[config.mk]
export PLATFORM = sky130hd
export DESIGN_NAME = output_driver_sequencer_flat
export DESIGN_NICKNAME = d
export VERILOG_FILES = /design/src/rtl/output_driver_sequencer_if.sv /design/src/rtl/output_driver_sequencer.sv /design/src/flat_wrapper.sv
export SDC_FILE = /design/constraint.sdc
export NUM_CORES = 1
export LEC_CHECK = 0
export ABC_AREA = 1
export BUFFER_PORTS_ARGS = -buffer_cell sky130_fd_sc_hd__buf_2
export CAP_MARGIN = 25
export CORE_UTILIZATION = 30
export DETAILED_ROUTE_END_ITERATION = 6
export GPL_TIMING_DRIVEN = 0
export PLACE_DENSITY = 0.59
export REMOVE_ABC_BUFFERS = 1
export SLEW_MARGIN = 10
export SYNTH_ARGS = -nofsm -noshare
export SYNTH_HDL_FRONTEND = slang
export SYNTH_SLANG_ARGS = --single-unit
[constraint.sdc]
create_clock -name sysClk -period 2.3 [get_ports sysClk]
set_input_delay 0.115 -clock sysClk [delete_from_list [all_inputs] [get_ports sysClk]]
set_output_delay 0.115 -clock sysClk [all_outputs]
set_load 0.02 [all_outputs]
[src/rtl/output_driver_sequencer_if.sv]
// Request and CSR-write bundle between the configuration/pattern
// requesters and the output-driver sequencer.
interface output_driver_sequencer_if #(
  parameter int CHANNEL_COUNT         = 8,
  parameter int CHANNEL_SEL_WIDTH     = 3,
  parameter int SERDES_WIDTH          = 4,
  parameter int COARSE_DELAY_WIDTH    = 22,
  parameter int COARSE_WIDTH_WIDTH    = 20,
  parameter int PATTERN_ADDRESS_WIDTH = 13
);
  localparam int DIW = COARSE_DELAY_WIDTH + SERDES_WIDTH;
  localparam int WIW = COARSE_WIDTH_WIDTH + SERDES_WIDTH;

  logic                             cfgValid;
  logic                             cfgReady;
  logic [CHANNEL_SEL_WIDTH-1:0]     cfgChannel;
  logic                             cfgTimingEnable;
  logic [1:0]                       cfgMode;
  logic [DIW-1:0]                   cfgDelayInfo;
  logic [WIW-1:0]                   cfgWidthInfo;

  logic                             patValid;
  logic                             patReady;
  logic [CHANNEL_SEL_WIDTH-1:0]     patChannel;
  logic [PATTERN_ADDRESS_WIDTH-1:0] patAddress;
  logic [SERDES_WIDTH-1:0]          patData;

  logic [CHANNEL_COUNT-1:0]         sysCsrStrobe;
  logic [31:0]                      sysGPIO_OUT;
  logic                             busy;
  logic                             channelError;

  modport master (
    output cfgValid, cfgChannel, cfgTimingEnable,
    output cfgMode, cfgDelayInfo, cfgWidthInfo,
    output patValid, patChannel, patAddress, patData,
    input  cfgReady, patReady,
    input  sysCsrStrobe, sysGPIO_OUT, busy, channelError
  );

  modport slave (
    input  cfgValid, cfgChannel, cfgTimingEnable,
    input  cfgMode, cfgDelayInfo, cfgWidthInfo,
    input  patValid, patChannel, patAddress, patData,
    output cfgReady, patReady,
    output sysCsrStrobe, sysGPIO_OUT, busy, channelError
  );
endinterface

[src/rtl/output_driver_sequencer.sv]
// Arbitrates config/pattern requests and serialises them into
// delay/width/mode/pattern CSR words for a bank of output drivers.
module output_driver_sequencer #(
  parameter int CHANNEL_COUNT         = 8,
  parameter int CHANNEL_SEL_WIDTH     = 3,
  parameter int SERDES_WIDTH          = 4,
  parameter int COARSE_DELAY_WIDTH    = 22,
  parameter int COARSE_WIDTH_WIDTH    = 20,
  parameter int PATTERN_ADDRESS_WIDTH = 13,
  parameter int SETTLE_CYCLES         = 8
) (
  input logic sysClk,
  input logic sysReset,
  output_driver_sequencer_if.slave bus
);
  localparam int CC  = CHANNEL_COUNT;
  localparam int CSW = CHANNEL_SEL_WIDTH;
  localparam int DIW = COARSE_DELAY_WIDTH + SERDES_WIDTH;
  localparam int WIW = COARSE_WIDTH_WIDTH + SERDES_WIDTH;
  localparam int PAW = PATTERN_ADDRESS_WIDTH;
  localparam int CW  = (SETTLE_CYCLES > 0) ?
                       $clog2(SETTLE_CYCLES + 1) : 1;

  typedef enum logic [2:0] {
    S_IDLE,
    S_DELAY,
    S_WIDTH,
    S_MODE,
    S_PATTERN,
    S_SETTLE
  } state_t;

  state_t           r_state;
  state_t           w_next;
  logic             r_lastPat;
  logic [CSW-1:0]   r_chan;
  logic [1:0]       r_mode;
  logic [WIW-1:0]   r_width;
  logic [CW-1:0]    r_cnt;
  logic [CC-1:0]    r_strb;
  logic [CC-1:0]    w_strb;
  logic [31:0]      r_gpio;
  logic [31:0]      w_gpio;
  logic             r_err;
  logic             w_err;
  logic             w_idle;
  logic             w_cfgRdy;
  logic             w_patRdy;
  logic             w_cfgAcc;
  logic             w_patAcc;

  // Out-of-range channels decode to an all-zero strobe.
  function automatic logic [CC-1:0] f_onehot(input logic [CSW-1:0] ch);
    logic [CC-1:0] oh;
    for (int i = 0; i < CC; i++) oh[i] = (32'(ch) == i);
    return oh;
  endfunction

  function automatic logic f_oor(input logic [CSW-1:0] ch);
    return 32'(ch) >= CC;
  endfunction

  function automatic logic [31:0] f_mode(input logic [1:0] m);
    logic [31:0] x;
    x = '0;
    x[1:0] = m;
    return x;
  endfunction

  function automatic logic [31:0] f_delay(input logic [DIW-1:0] d);
    logic [31:0] x;
    x = '0;
    x[31:30] = 2'd1;
    x[DIW-1:0] = d;
    return x;
  endfunction

  function automatic logic [31:0] f_width(input logic [WIW-1:0] w);
    logic [31:0] x;
    x = '0;
    x[31:30] = 2'd2;
    x[WIW-1:0] = w;
    return x;
  endfunction

  function automatic logic [31:0] f_pat(
    input logic [PAW-1:0]          a,
    input logic [SERDES_WIDTH-1:0] d
  );
    logic [31:0] x;
    x = '0;
    x[31:30] = 2'd3;
    x[10 +: PAW] = a;
    x[0 +: SERDES_WIDTH] = d;
    return x;
  endfunction

  assign w_idle   = (r_state == S_IDLE);
  assign w_cfgRdy = w_idle && (!bus.patValid || r_lastPat);
  assign w_patRdy = w_idle && (!bus.cfgValid || !r_lastPat);
  assign w_cfgAcc = bus.cfgValid && w_cfgRdy;
  assign w_patAcc = bus.patValid && w_patRdy;

  // Outputs are computed for the next state so the registered
  // strobe/word line up exactly with the word states.
  always_comb begin
    w_next = r_state;
    w_strb = '0;
    w_gpio = '0;
    w_err  = 1'b0;
    unique case (r_state)
      S_IDLE: begin
        if (w_cfgAcc) begin
          w_err  = f_oor(bus.cfgChannel);
          w_strb = f_onehot(bus.cfgChannel);
          if (bus.cfgTimingEnable) begin
            w_next = S_DELAY;
            w_gpio = f_delay(bus.cfgDelayInfo);
          end else begin
            w_next = S_MODE;
            w_gpio = f_mode(bus.cfgMode);
          end
        end else if (w_patAcc) begin
          w_next = S_PATTERN;
          w_err  = f_oor(bus.patChannel);
          w_strb = f_onehot(bus.patChannel);
          w_gpio = f_pat(bus.patAddress, bus.patData);
        end
      end
      S_DELAY: begin
        w_next = S_WIDTH;
        w_strb = f_onehot(r_chan);
        w_gpio = f_width(r_width);
      end
      S_WIDTH: begin
        w_next = S_MODE;
        w_strb = f_onehot(r_chan);
        w_gpio = f_mode(r_mode);
      end
      S_MODE: begin
        w_next = (SETTLE_CYCLES > 0) ? S_SETTLE : S_IDLE;
      end
      S_PATTERN: begin
        w_next = S_IDLE;
      end
      S_SETTLE: begin
        if (r_cnt == CW'(1)) w_next = S_IDLE;
      end
      default: begin
        w_next = S_IDLE;
      end
    endcase
  end

  always_ff @(posedge sysClk or posedge sysReset) begin
    if (sysReset) begin
      r_state   <= S_IDLE;
      r_strb    <= '0;
      r_gpio    <= '0;
      r_err     <= 1'b0;
      r_cnt     <= '0;
      r_lastPat <= 1'b1;
      r_chan    <= '0;
      r_mode    <= '0;
      r_width   <= '0;
    end else begin
      r_state <= w_next;
      r_strb  <= w_strb;
      r_gpio  <= w_gpio;
      r_err   <= w_err;
      if (w_cfgAcc) begin
        r_lastPat <= 1'b0;
        r_chan    <= bus.cfgChannel;
        r_mode    <= bus.cfgMode;
        r_width   <= bus.cfgWidthInfo;
      end else if (w_patAcc) begin
        r_lastPat <= 1'b1;
      end
      if (r_state == S_MODE) r_cnt <= CW'(SETTLE_CYCLES);
      else if (r_state == S_SETTLE) r_cnt <= r_cnt - CW'(1);
    end
  end

  assign bus.cfgReady     = w_cfgRdy;
  assign bus.patReady     = w_patRdy;
  assign bus.sysCsrStrobe = r_strb;
  assign bus.sysGPIO_OUT  = r_gpio;
  assign bus.busy         = !w_idle;
  assign bus.channelError = r_err;
endmodule

[src/flat_wrapper.sv]
// flat-port wrapper written by rule: the top's interface ports become plain ports
module output_driver_sequencer_flat 
#(
  parameter int CHANNEL_COUNT         = 8,
  parameter int CHANNEL_SEL_WIDTH     = 3,
  parameter int SERDES_WIDTH          = 4,
  parameter int COARSE_DELAY_WIDTH    = 22,
  parameter int COARSE_WIDTH_WIDTH    = 20,
  parameter int PATTERN_ADDRESS_WIDTH = 13,
  parameter int SETTLE_CYCLES         = 8
)
  (sysClk, sysReset, bus_cfgValid, bus_cfgChannel, bus_cfgTimingEnable, bus_cfgMode, bus_cfgDelayInfo, bus_cfgWidthInfo, bus_patValid, bus_patChannel, bus_patAddress, bus_patData, bus_cfgReady, bus_patReady, bus_sysCsrStrobe, bus_sysGPIO_OUT, bus_busy, bus_channelError);
  output_driver_sequencer_if #(.CHANNEL_COUNT(CHANNEL_COUNT), .CHANNEL_SEL_WIDTH(CHANNEL_SEL_WIDTH), .SERDES_WIDTH(SERDES_WIDTH), .COARSE_DELAY_WIDTH(COARSE_DELAY_WIDTH), .COARSE_WIDTH_WIDTH(COARSE_WIDTH_WIDTH), .PATTERN_ADDRESS_WIDTH(PATTERN_ADDRESS_WIDTH)) bus_i ();
  input logic sysClk;
  input logic sysReset;
  input wire logic [$bits(bus_i.cfgValid)-1:0] bus_cfgValid;
  input wire logic [$bits(bus_i.cfgChannel)-1:0] bus_cfgChannel;
  input wire logic [$bits(bus_i.cfgTimingEnable)-1:0] bus_cfgTimingEnable;
  input wire logic [$bits(bus_i.cfgMode)-1:0] bus_cfgMode;
  input wire logic [$bits(bus_i.cfgDelayInfo)-1:0] bus_cfgDelayInfo;
  input wire logic [$bits(bus_i.cfgWidthInfo)-1:0] bus_cfgWidthInfo;
  input wire logic [$bits(bus_i.patValid)-1:0] bus_patValid;
  input wire logic [$bits(bus_i.patChannel)-1:0] bus_patChannel;
  input wire logic [$bits(bus_i.patAddress)-1:0] bus_patAddress;
  input wire logic [$bits(bus_i.patData)-1:0] bus_patData;
  output wire logic [$bits(bus_i.cfgReady)-1:0] bus_cfgReady;
  output wire logic [$bits(bus_i.patReady)-1:0] bus_patReady;
  output wire logic [$bits(bus_i.sysCsrStrobe)-1:0] bus_sysCsrStrobe;
  output wire logic [$bits(bus_i.sysGPIO_OUT)-1:0] bus_sysGPIO_OUT;
  output wire logic [$bits(bus_i.busy)-1:0] bus_busy;
  output wire logic [$bits(bus_i.channelError)-1:0] bus_channelError;
  assign bus_i.cfgValid = bus_cfgValid;
  assign bus_i.cfgChannel = bus_cfgChannel;
  assign bus_i.cfgTimingEnable = bus_cfgTimingEnable;
  assign bus_i.cfgMode = bus_cfgMode;
  assign bus_i.cfgDelayInfo = bus_cfgDelayInfo;
  assign bus_i.cfgWidthInfo = bus_cfgWidthInfo;
  assign bus_i.patValid = bus_patValid;
  assign bus_i.patChannel = bus_patChannel;
  assign bus_i.patAddress = bus_patAddress;
  assign bus_i.patData = bus_patData;
  assign bus_cfgReady = bus_i.cfgReady;
  assign bus_patReady = bus_i.patReady;
  assign bus_sysCsrStrobe = bus_i.sysCsrStrobe;
  assign bus_sysGPIO_OUT = bus_i.sysGPIO_OUT;
  assign bus_busy = bus_i.busy;
  assign bus_channelError = bus_i.channelError;
  output_driver_sequencer #(.CHANNEL_COUNT(CHANNEL_COUNT), .CHANNEL_SEL_WIDTH(CHANNEL_SEL_WIDTH), .SERDES_WIDTH(SERDES_WIDTH), .COARSE_DELAY_WIDTH(COARSE_DELAY_WIDTH), .COARSE_WIDTH_WIDTH(COARSE_WIDTH_WIDTH), .PATTERN_ADDRESS_WIDTH(PATTERN_ADDRESS_WIDTH), .SETTLE_CYCLES(SETTLE_CYCLES)) u_core (.sysClk(sysClk), .sysReset(sysReset), .bus(bus_i));
endmodule
* Word-level counts from Yosys, hierarchy flattened
Index checks and enable logic that the tools add are counted.
** Operators by class
- Add/subtract/negate cells :: 1
- Multiply operators :: 0
- Divide/modulo/power cells :: 0
- $lt $le $gt $ge :: 0
- Eq/ne operators :: 28
- Shifts and indexed selects :: 0
- Multiplexer cells :: 16
- Bitwise logic cells :: 0
- Reductions and logical operators :: 18
** Operators with widths (number)
- case mux 32 bit (3 select lines) :: 1
- two-way mux 32 bit :: 2
- == test 3 bit (second input constant) :: 13
- two-way mux 31 bit :: 1
- == test 3 x 2 -> 1 bit (second input constant) :: 8
- two-way mux 8 bit :: 2
- case mux 8 bit (2 select lines) :: 1
- case mux 3 bit (5 select lines) :: 1
- == test 3 x 1 -> 1 bit (second input constant) :: 4
- zero test 3 bit :: 4
- two-way mux 3 bit :: 3
- two-way mux 4 bit :: 2
- == test 4 x 1 -> 1 bit (second input constant) :: 1
- logical AND 1 bit :: 4
- zero test 1 bit :: 4
- nonzero test 2 bit :: 2
- subtractor 4 x 1 -> 4 bit (second input constant) :: 1
- inequality test 3 bit (second input constant) :: 1
- logical OR 1 bit :: 2
- two-way mux 1 bit :: 2
- two-way mux 2 bit :: 1
- inequality test 2 x 1 -> 1 bit (second input constant) :: 1
- AND reduction 2 bit :: 1
- OR reduction 2 bit :: 1
** Word-level totals
- Register bits :: 77
- Bits in latches :: 0
- Memory bits (writable) :: 0
- ROM bits :: 0
- Input bits :: 80
- Output and inout port bits :: 44
- Memories kept :: 0

* Longest topological paths before layout
Gate-level depths: netlist (run 1).
- Depth in word-level cells :: 7
- Mapped depth :: 7

* Worst setup path after synthesis (run 1)
No wires, ideal clock.
- Path kind :: register to register
- From :: reg u_core.r_state[2]
- To :: reg u_core.r_chan[2]
- Setup time :: 0.127 ns
- Arrival time :: 1.192 ns
- Setup slack :: 0.980 ns
- Cell stages (with the launch flop) :: 6
- Path buffers :: 1
- Clock period less this slack :: 1.320 ns
- Cells stage by stage :: dfrtp_1 -> nor2_4 -> nand2_4 -> nor3_4 -> buf_6 -> o21ai_0
** Between the ends
- Longest elaborated chain between the ends :: 3
** Ends and longest elaborated chain
- start, declared :: line output_driver_sequencer.sv:33 : state_t r_state;
- start signal, assigned :: line output_driver_sequencer.sv:167 : r_state <= w_next;
- zero test 3 bit :: line output_driver_sequencer.sv:98 : assign w_idle = (r_state == S_IDLE);
- logical AND 1 bit :: line output_driver_sequencer.sv:99 : assign w_cfgRdy = w_idle && (!bus.patValid || r_lastPat);
- logical AND 1 bit :: line output_driver_sequencer.sv:101 : assign w_cfgAcc = bus.cfgValid && w_cfgRdy;
- end signal, assigned :: line output_driver_sequencer.sv:173 : r_chan <= bus.cfgChannel;
- end, declared :: line output_driver_sequencer.sv:36 : logic [CSW-1:0] r_chan;
Every way passes these cells.
A chain may end at the register's enable or synchronous reset.

* Worst setup path after layout (run 1)
- From :: reg u_core.r_state[2]
- To :: reg u_core.r_gpio[7] (netlist: u_core.bus.sysGPIO_OUT[7])
** Between the ends
- Longest elaborated chain between the ends :: 5
- Elaborated cells on any way between the ends :: 7
- Those cells by class :: eq/ne (2); mux (2); reduce/logical (3)
** Ends and longest elaborated chain
- zero test 3 bit :: line output_driver_sequencer.sv:98, output_driver_sequencer.sv:111
- logical AND 1 bit :: line output_driver_sequencer.sv:99
- logical AND 1 bit :: line output_driver_sequencer.sv:101
- two-way mux 32 bit :: line output_driver_sequencer.sv:113 : if (w_cfgAcc) begin
- case mux 32 bit (3 select lines) (*) :: line output_driver_sequencer.sv:111 : unique case (r_state)
- named net u_core.w_gpio[7] :: line output_driver_sequencer.sv:43 : logic [31:0] w_gpio;
- end signal, assigned :: line output_driver_sequencer.sv:169 : r_gpio <= w_gpio;
- end, declared :: line output_driver_sequencer.sv:42 : logic [31:0] r_gpio;
The timed path passes the listed nets; every way through them passes the cells marked *.

==> metrics.md, run 1 <==
| Metric | Value |
|---|---|
| Worst-path maximum fanout | between 40 and 50 |
| Area delta synth->final | 40.9% |
| Largest net degree at the start of global routing | 43 |
| Fill cells | ~1,100 |
| Reg2reg setup slack | 0.18 ns |
| Antenna violations before repair | 0 |
| Post-Route WL | 9370 um |
| Pre-Repair DR Iteration Count | 4 |
| Post-synth cell types | 25 |
| Final nets | roughly 650 |
| Largest family of logic cells by synthesized area | simple AND/OR/NAND/NOR gates |
| Total setup buffers inserted after CTS | 0 |
| Simple-gate share of the synthesized area | 0.328 |
| Die width | around 110 um |
| DR iter-0 viols | 167 |
| Gate Count Post-Synth | 411 |
| Fraction of layout cells with a size suffix above 1 | 0.257 |
| Clk slew on worst S/H paths | roughly 0.08 ns |
| DP Wirelength | just over 6000 um |
| Finished Cell Area | between 0.004 and 0.005 mm^2 |
| Worst Max-Slew Pin Slew | 0.839 ns |
| Kind of critical path | reg2reg |
| Relative slew margins | 0.439 |
| CTS tree | built |
| Num Clock Sinks | between 70 and 80 |
| Pleak | 2.59 nW |
| Routed vias | 3,207 |
| Synth area leaders | dfrtp_1 54%, nand2_1 18%, nand3_1 6.2% |
| Post-layout min period | 2.12 ns |
| Port bufs | 118 |
| Top cell type's share of synthesized area | 0.536 |
| Clk_skew | 0.00934 ns |
| Post-route ant nets | 0 |
| Post-Synth Adder-Cell Area | 0.00744 |
| Post-synthesis compound-gate area fraction | 0.0390 |
| Routed len/inst | 13.2 um |
| Critical path arrival | 2.36 ns |
| Clk root buf | clkbuf_8 |
| Multiplexer share of the synthesized area | 0 |
| Tot GR Track Use | 0.174 |
| Syn avg cell area | 8.19 um^2 |
| RSZ-0062 raised after global routing | no |
| Final hold violations | 0 |
| Share of the yosys chip area belonging to registers | 0.543 |
| Dpl cell area | between 0.004 and 0.005 mm^2 |
| Peak supply drop | around 0.4 mV |
| Final setup fails | 0 |
| Die Y-Extent | 108 um |
| CP Launch Type | flip-flop |
| Clock Latency Late Sink | 0.35 ns |
| Outcome | complete, no violations |
| HP Class | in2reg |
| Ports | 124 |
| Power density over cell area | 1110 mW/mm^2 |
| GPL Wtd Cong | between 0.8 and 0.9 |
| Row count | 38 |
| Core area | 0.0109 mm^2 |
| Max Clk Rate | 0.472 GHz |
| GRT overflow | 0 |
| Synth area leader | dfrtp_1 |
| Final worst path period share | 0.920 |
| Final Core Density | 0.435 |
| Die area | around 0.012 mm^2 |
| Post-synthesis cell area | 0.00336 mm^2 |
| Post-Synth XOR/XNOR Area | 0.00260 |
| CP endpoint kind | flip-flop |
| Yosys reg bits | 73 |
| Vias in the first global route | between 3,000 and 4,000 |
| First-pass GRT wire length | between 15,000 and 20,000 um |
| H-tree depth | 3 |
| Ys Warns | 0 |
| Post-route DRC | 0 |
| Antenna Cells | 0 |
| MaxCap Viol Count | 0 |
| Max-slew violation count | 0 |
| Initial Utilization | 0.309 |
| Vias/cell | 4.50 |
| Clock tree buffer depth | 2 |
| Total CTS buffers | 9 |
| CP required | 2.55 ns |
-- sequential cells by signal (all words and copies together) (netlist names) --
name	count
u_core.bus.sysCsrStrobe	8
u_core.r_mode	2
u_core.r_state	3
u_core.r_width	24
u_core.bus.sysGPIO_OUT	28
u_core.r_cnt	4
u_core.r_lastPat	1
u_core.r_chan	3
-- cells by family (layout without fill, tap and decap cells) --
group / after synthesis / in the layout
xor gates and xnor gates: 1 / 1
and+or+nand+nor: 258 / 258
buffers and inverters: 51 / 208
DFF: 73 / 73
AOI/OAI and AO/OA: 25 / 25
other: 1 / 5
adders and majority gates: 2 / 2
-- cells in the mapped netlist --
cell / instances
nand2_1: 165
dfrtp_1: 72
nand3_1: 42
inv_1: 27
nor2_1: 25
nand4_1: 17
o21ai_0: 17
buf_2: 9
buf_4: 6
buf_6: 5
a21oi_1: 4
clkbuf_1: 3
nor3_1: 3
o22ai_1: 3
ha_1: 2
nand3b_1: 2
buf_1: 1
conb_1: 1
dfstp_2: 1
nand2_4: 1
nor2_2: 1
nor2_4: 1
nor3_4: 1
o21a_1: 1
xnor2_1: 1
-- layout make-up --
type,count,area (um^2),share of cell area
sequential,73,1830,0.386
multi-input combinational,291,1310,0.276
clock buffer,11,151,0.0319
inverter,27,104,0.0219
tap,140,175,0.0369
timing repair buffer,165,1100,0.232
clock inverter,5,77.6,0.0164
-- power breakdown --
group	total (mW)	switching, mW	internal [mW]
Combinational	2.08	1.36	0.720
Clock	1.16	0.493	0.667
Sequential	2.04	0.245	1.80
Total	5.28	2.10	3.18
-- critical path, stage by stage (launching register included) --
cell     delay (ns)
dfrtp_1        0.45
nor2_4         0.18
nand2_4        0.10
nor2_4         0.50
nand2_4        0.43
o21ai_0        0.33
-- per-layer routing --
metal  routed length (um)  vias up  GRT usage
met5                    0        -          0
li1                     -     1606          -
met1                 4130     1502      0.212
met4                  155        0     0.0705
met3                  422       13     0.0363
met2                 4660       86      0.299
-- layout by cell type (no fill, tap or decap), types with 2 or more instances in the layout --
cell type,Yosys,final
nand2_1,165,164
buf_2,9,118
dfrtp_1,72,72
dlygate4sd3_1,0,43
nand3_1,42,42
inv_1,27,26
nor2_1,25,23
o21ai_0,17,17
nand4_1,17,17
clkbuf_8,0,11
conb_1,1,5
a21oi_1,4,4
o22ai_1,3,3
nor3_1,3,3
nor2_4,1,2
nand2_4,1,2
nor2_2,1,2
nand3b_1,2,2
ha_1,2,2
clkinv_2,0,2
bufinv_16,0,2
buf_8,0,2
-- path summary, 6_finish.rpt --
path                                                         to  depth (start not counted)                            from
max in group asynchronous          u_core.r_lastPat$_DFFE_PP1P_                          4                        sysReset
min in group asynchronous        u_core.r_width[13]$_DFFE_PP0N_                          3                        sysReset
min                        u_core.bus.sysGPIO_OUT[14]$_DFF_PP0_                          3               bus_patAddress[4]
max reg2reg                 u_core.bus.sysGPIO_OUT[7]$_DFF_PP0_                          5   u_core.r_state[2]$_DFFE_PP0P_
min reg2reg                      u_core.r_width[13]$_DFFE_PP0N_                          2  u_core.r_width[13]$_DFFE_PP0N_
max                         u_core.bus.sysGPIO_OUT[7]$_DFF_PP0_                          5   u_core.r_state[2]$_DFFE_PP0P_
-- what timing repair did --
action | 4_1_cts | 5_1_grt
hold endpoints to repair | 78 | 0
hold buffers | 43 | 0
gates resized for setup | 2 | 0
setup endpoints to repair | 39 | 0
-- stage by stage --
stage	hold WS, ns	setup TNS, ns	cells	setup slack, ns	total power [mW]
6_report	0.0173	0	712	0.183	5.28
5_1_grt	0.0170	0	712	0.0143	5.68
4_1_cts	0.00319	0	712	0.220	5.34
3_5_place_dp	0.190	-14.66	653	-0.495	4.09
3_3_place_gp	0.310	-82.60	649	-0.900	3.95
2_1_floorplan	0.225	-0.517	391	-0.0517	3.32
Note: power is estimated with default switching activity, not from simulation.
==> run 2, diff against run 1 <==
- HOLD_SLACK_MARGIN: unset -> 0.12
- PLACE_DENSITY: 0.59 -> unset
==> metrics.md, run 2 (synthesized netlist as in run 1, its figures left out) <==
| Metric | Value |
|---|---|
| Outcome | complete, no violations |
| Critical path arrival | 2.41 ns |
| HP Class | in2reg |
| Final worst path period share | 0.926 |
| First-pass GRT wire length | 15,900 um |
| Clock tree buffer depth | 2 |
| Die width | 108 um |
| Total CTS buffers | 9 |
| CTS tree | built |
| Final hold violations | 0 |
| Leading cell type in the layout, fill and taps excluded | nand2_1 |
| Fraction of layout cells with a size suffix above 1 | 0.241 |
| Final nets | 683 |
| Post-route ant nets | 0 |
| RSZ-0062 raised after global routing | no |
| Commonest cells after routing, fill and taps aside | 164 x nand2_1, 118 x buf_2, 77 x dlygate4sd3_1 |
| CP Launch Type | flip-flop |
| WHS Path Cells | 5 |
| Port bufs | about 120 |
| Power density over cell area | 1080 mW/mm^2 |
| Number of flip-flops in the largest register | 28 |
| Slowest stage delay, CP | 0.55 ns |
| Row count | 38 |
| Routed vias | 3,393 |
| Pleak | 2.76 nW |
| Relative slew margins | 0.526 |
| CP required | 2.58 ns |
| Clk_skew | 0.00875 ns |
| Worst Max-Slew Pin Slew | 0.708 ns |
| Clk slew on worst S/H paths | 0.08 ns |
| Slowest-stage cell, CP | dlygate4sd3_1 |
| Die area | 0.0116 mm^2 |
| H-tree depth | 3 |
| Worst-path maximum fanout | 20 |
| Kind of critical path | reg2reg |
| R2R depth | 6 |
| Pre-Repair DR Iteration Count | 5 |
| CP endpoint kind | flip-flop |
| Routed len/inst | 13.3 um |
| Finished Cell Area | 0.00509 mm^2 |
| Max-slew violation count | 0 |
| Core area | 0.0109 mm^2 |
| CP bufs+invs | 1 |
| Critical-path cell list | nor2_4, nand2_4, nor2_4, nand4_1, nand3_1, dlygate4sd3_1 |
| Fill cells | between 1,000 and 1,500 |
| Clk root buf | clkbuf_8 |
| Final Core Density | 0.468 |
| Delay-heaviest family, CP | simple AND/OR/NAND/NOR gates |
| Vias in the first global route | about 3,400 |
| Max Clk Rate | 0.470 GHz |
| Non-filler cells, final | around 750 |
| DR iter-0 viols | around 100 |
| Die Y-Extent | between 100 and 150 um |
| Post-route DRC | 0 |
| Peak supply drop | 0.440 mV |
| Dpl cell area | ~0.0041 mm^2 |
| DP Wirelength | 6200 um |
| Clock Latency Late Sink | 0.35 ns |
| Ports | 124 |
| GPL Wtd Cong | slightly above 0.8 |
| Post-Route WL | 9900 um |
| Initial Utilization | 0.309 |
| Num Clock Sinks | 73 |
| Largest net degree at the start of global routing | 43 |
| Antenna Cells | 0 |
| Antenna violations before repair | 0 |
| Post-layout min period | 2.13 ns |
| Vias/cell | ~4.5 |
| GRT overflow | 0 |
| Critical path depth | 6 |
| Area delta synth->final | 51.4% |
| Tot GR Track Use | 0.179 |
| MaxCap Viol Count | 0 |
| Placed cells | 653 |
| Final setup fails | 0 |
| Critical path's most frequent cell | nor2_4 |
==> run 2: cell types whose count changed in the layout (fill, tap and decap cells not counted), sizes merged <==
cell / before / now
bufinv: 2 / 3
clkinv: 2 / 1
dlygate4sd3: 43 / 77
==> run 2: area by class of cell <==
| cell class | count | area (um^2) | share of cell area |
|---|---|---|---|
| flip-flops and latches | 73 | 1830 | 0.359 |
| clock inverters | 5 | 103 | 0.0201 |
| inverters | 27 | 104 | 0.0204 |
| repair buffers | 199 | 1430 | 0.280 |
| well taps | 140 | 175 | 0.0344 |
| clock buffers | 11 | 141 | 0.0278 |
| multi-input cells | 291 | 1320 | 0.258 |
==> run 2: where the power goes <==
part	total (mW)	switching (mW)	internal, mW
Sequential	2.04	0.250	1.80
Combinational	2.23	1.40	0.830
Clock	1.24	0.487	0.749
==> run 2: metal layers <==
| layer | global-route usage | vias up | part of all wire |
|---|---|---|---|
| met3 | 0.0333 | 18 | 0.045 |
| met4 | 0.0871 | 0 | 0.020 |
| met2 | 0.313 | 104 | 0.51 |
| met5 | 0 | - | 0 |
| met1 | 0.212 | 1594 | 0.42 |
| li1 | - | 1677 | - |
==> run 2: per-stage QoR <==
stage	worst slack [ns]	total power, mW	setup TNS (ns)	hold WS [ns]
global placement	-0.899	3.96	-83.30	0.310
finish	0.171	5.51	0	0.218
detailed placement	-0.540	4.08	-14.80	0.169
CTS	0.0200	5.55	0	0.203
floorplan	-0.0517	3.32	-0.517	0.225
global route	0.0102	5.90	0	0.232
==> run 2: worst register-to-register path, stage by stage, from the launching register on <==
cell and delay [ns]:
dfrtp_1 0.47, nor2_4 0.19, nand2_4 0.09, nor2_4 0.49, nand4_1 0.16, nand3_1 0.11
dlygate4sd3_1 0.55
==> run 2: path summary, 6_finish.rpt <==
kind                                               start                                    to  slack [ns]
setup / recovery           u_core.r_state[2]$_DFFE_PP0P_  u_core.bus.sysGPIO_OUT[20]$_DFF_PP0_        0.17
hold / removal                              bus_patValid         u_core.r_state[2]$_DFFE_PP0P_        0.22
setup reg to reg           u_core.r_state[2]$_DFFE_PP0P_  u_core.bus.sysGPIO_OUT[20]$_DFF_PP0_        0.17
hold reg to reg            u_core.r_width[9]$_DFFE_PP0N_         u_core.r_width[9]$_DFFE_PP0N_        0.48
max in group asynchronous                       sysReset          u_core.r_lastPat$_DFFE_PP1P_        1.37
min in group asynchronous                       sysReset  u_core.bus.sysGPIO_OUT[10]$_DFF_PP0_        0.33
==> run 2: what timing repair did <==
item | 4_1_cts | 5_1_grt
hold buffers | 77 | 0
hold endpoints to repair | 95 | 0
setup endpoints to repair | 39 | 11
buffers inserted | 0 | 0
gates resized for setup | 2 | 2
==> run 3, diff against run 2 <==
- ABC_AREA: 1 -> unset
- REMOVE_ABC_BUFFERS: 1 -> unset
==> metrics.md, run 3 <==
| Metric | Value |
|---|---|
| Outcome | complete, no violations |
| CTS tree | built |
| Antenna violations before repair | 0 |
| Place WS | around 0.44 ns |
| Die Y-Extent | 106 um |
| Yosys reg bits | between 70 and 80 |
| Number of flip-flops in the largest register | 28 |
| HP Class | in2reg |
| Clock tree buffer depth | 2 |
| Synth area leaders | dfrtp_1 55%, mux2_2 9.6%, a221o_1 4.6% |
| Net switching power figure | roughly 2.2 mW |
| Fill cells | 969 |
| First-pass GRT wire length | 15,700 um |
| Final setup fails | 0 |
| Die width | 106 um |
| Routed len/inst | between 15 and 20 um |
| GPL Wtd Cong | 0.862 |
| Relative slew margins | 0.581 |
| Tot GR Track Use | 0.183 |
| Die area | 0.0113 mm^2 |
| Total CTS buffers | 9 |
| RSZ-0062 raised after global routing | no |
| Final hold violations | 0 |
| Pint | 3.39 mW |
| Critical path arrival | 2.46 ns |
| Worst hold-check slack | 0.174 ns |
| Vias/cell | 4.81 |
| DR iter-0 viols | 150 |
| Area of the multi-input gates | 0.00131 mm^2 |
| Post-Route WL | between 9000 and 10,000 um |
| Routed vias | approximately 3,000 |
| Final nets | 558 |
| Most common cell in the synthesized netlist | dfrtp_1 |
| Peak supply drop | roughly 0.48 mV |
| CP required | 2.58 ns |
| Post-route ant nets | 0 |
| Synth cell count leaders | 72 x dfrtp_1, 28 x mux2_2, 16 x and3_1 |
| Commonest cells after routing, fill and taps aside | 128 x buf_2, 78 x dlygate4sd3_1, 72 x dfrtp_1 |
| Post-synth cell types | 46 |
| Core area | approximately 0.010 mm^2 |
| Finished Cell Area | 0.00503 mm^2 |
| Top cell type's share of synthesized area | 0.551 |
| Total setup buffers inserted after CTS | 0 |
| Synth area leader | dfrtp_1 |
| Post-route DRC | 0 |
| Dpl cell area | ~0.0041 mm^2 |
| Combinational power share | 0.454 |
| Post-synthesis cell area | 0.00327 mm^2 |
| Worst Max-Slew Pin Slew | 0.626 ns |
| Antenna Cells | 0 |
| H-tree depth | 3 |
| Row count | 37 |
| Ports | 124 |
| Power density over cell area | about 1100 mW/mm^2 |
| Kind of critical path | reg2reg |
| FF+latch area | 0.00183 mm^2 |
| Post-synth ARST share | 1.00 |
| DP Wirelength | 6390 um |
| Share of the yosys chip area belonging to registers | 0.559 |
| Port bufs | approximately 120 |
| Pleak | 2.50 nW |
| Post-layout min period | 2.18 ns |
| Clock share of power | 0.163 |
| Ys Warns | 0 |
| Fraction of layout cells with a size suffix above 1 | 0.399 |
| Switching share of power | 0.390 |
| CP Launch Type | flip-flop |
| MaxCap Viol Count | 0 |
| Num Clock Sinks | 73 |
| Clock Latency Late Sink | 0.35 ns |
| Synth Flop Type | dfrtp_1 |
| Largest net degree at the start of global routing | 39 |
| Vias in the first global route | around 3,100 |
| Area delta synth->final | 53.8% |
| Initial Utilization | 0.312 |
| Clk root buf | clkbuf_8 |
| Clk_skew | 0.0109 ns |
| GRT overflow | 0 |
| Syn avg cell area | between 10 and 15 um^2 |
| Max Clk Rate | between 0.4 and 0.5 GHz |
| Gate Count Post-Synth | 265 |
| Post-synth EDFFs | 0 |
| Pre-Repair DR Iteration Count | 4 |
| CP endpoint kind | flip-flop |
| Leading cell type in the layout, fill and taps excluded | buf_2 |
| Max-slew violation count | 0 |
| Flop pwr share | 0.384 |
| Final worst slack | between 0.1 and 0.15 ns |
| Worst-path maximum fanout | 10 |
| Clk slew on worst S/H paths | 0.08 ns |
| Final worst path period share | 0.948 |
## run 3: changes by cell type in the layout (fill, tap and decap cells not counted), moves of 16 or more
cell     change
and3_1      +16
inv_1       -21
mux2_2      +28
nand2_1    -156
nand3_1     -30
nor2_1      -19
## run 3: worst paths after layout
kind                                                from  depth (start not counted)  slack (ns)                             endpoint
max                        u_core.r_state[2]$_DFFE_PP0P_                          7        0.12  u_core.bus.sysGPIO_OUT[2]$_DFF_PP0_
min                                         bus_cfgValid                          3        0.17        u_core.r_state[0]$_DFFE_PP0P_
max reg2reg                u_core.r_state[2]$_DFFE_PP0P_                          7        0.12  u_core.bus.sysGPIO_OUT[2]$_DFF_PP0_
min reg2reg                u_core.r_width[8]$_DFFE_PP0N_                          1        0.50  u_core.bus.sysGPIO_OUT[8]$_DFF_PP0_
max in group asynchronous                       sysReset                          4        1.36       u_core.r_width[15]$_DFFE_PP0N_
min in group asynchronous                       sysReset                          3        0.36        u_core.r_width[1]$_DFFE_PP0N_
## run 3: power by group through the flow
stage	combinational (mW)	sequential (mW)	clock [mW]
after floorplan	1.31	2.40	0
after global placement	2.26	2.13	0
after detailed placement	2.31	2.14	0
after CTS	2.51	2.12	0.938
after global routing	2.73	2.20	0.994
final	2.52	2.13	0.905
## run 3: logic make-up (layout without fill, tap and decap cells)
group                      count (synthesis)  after routing  share of synthesized area
muxes                                     31             31                      0.106
AOI/OAI and AO/OA                         54             54                      0.141
buffers and inverters                     31            243                     0.0478
DFF                                       73             73                      0.559
and+or+nand+nor                           72             72                      0.135
other                                      1              5                    0.00115
adders and majority gates                  2              2                    0.00765
xor gates and xnor gates                   1              1                    0.00268
## run 3: cell type report
| cell class | instances | share of cell area |
|---|---|---|
| flip-flops and latches | 73 | 0.364 |
| well taps | 136 | 0.0338 |
| repair buffers | 196 | 0.276 |
| clock inverters | 6 | 0.00896 |
| inverters | 7 | 0.00572 |
| plain buffers | 24 | 0.0269 |
| multi-input cells | 165 | 0.260 |
| clock buffers | 10 | 0.0254 |
## run 3: per-stage QoR
stage	power, mW	setup TNS (ns)	std cells	util
2_1_floorplan	3.72	0	269	-
3_3_place_gp	4.40	-43.77	522	0.386
3_5_place_dp	4.46	0	523	0.388
4_1_cts	5.57	0	617	0.479
5_1_grt	5.92	0	617	0.481
6_report	5.56	0	617	0.481
## run 3: critical path, stage by stage, from the launching register on
cell,delay (ns)
dfrtp_1,0.37
buf_6,0.14
nor3_4,0.28
and4_1,0.22
buf_2,0.17
clkbuf_4,0.24
a221o_1,0.15
dlygate4sd3_1,0.56
## run 3: timing repair
item,in CTS,in global routing
hold buffers,78,0
resized for setup,0,8
endpoints found under the setup margin,0,5
hold endpoints to repair,94,0
## run 3: layer usage
metal  vias to the layer above  wire length, um  track usage
li1                       1409                -            -
met1                      1427             4280        0.216
met2                       122             4860        0.316
met3                        10              623       0.0478
met4                         0              148       0.0714
met5                         -                0            0
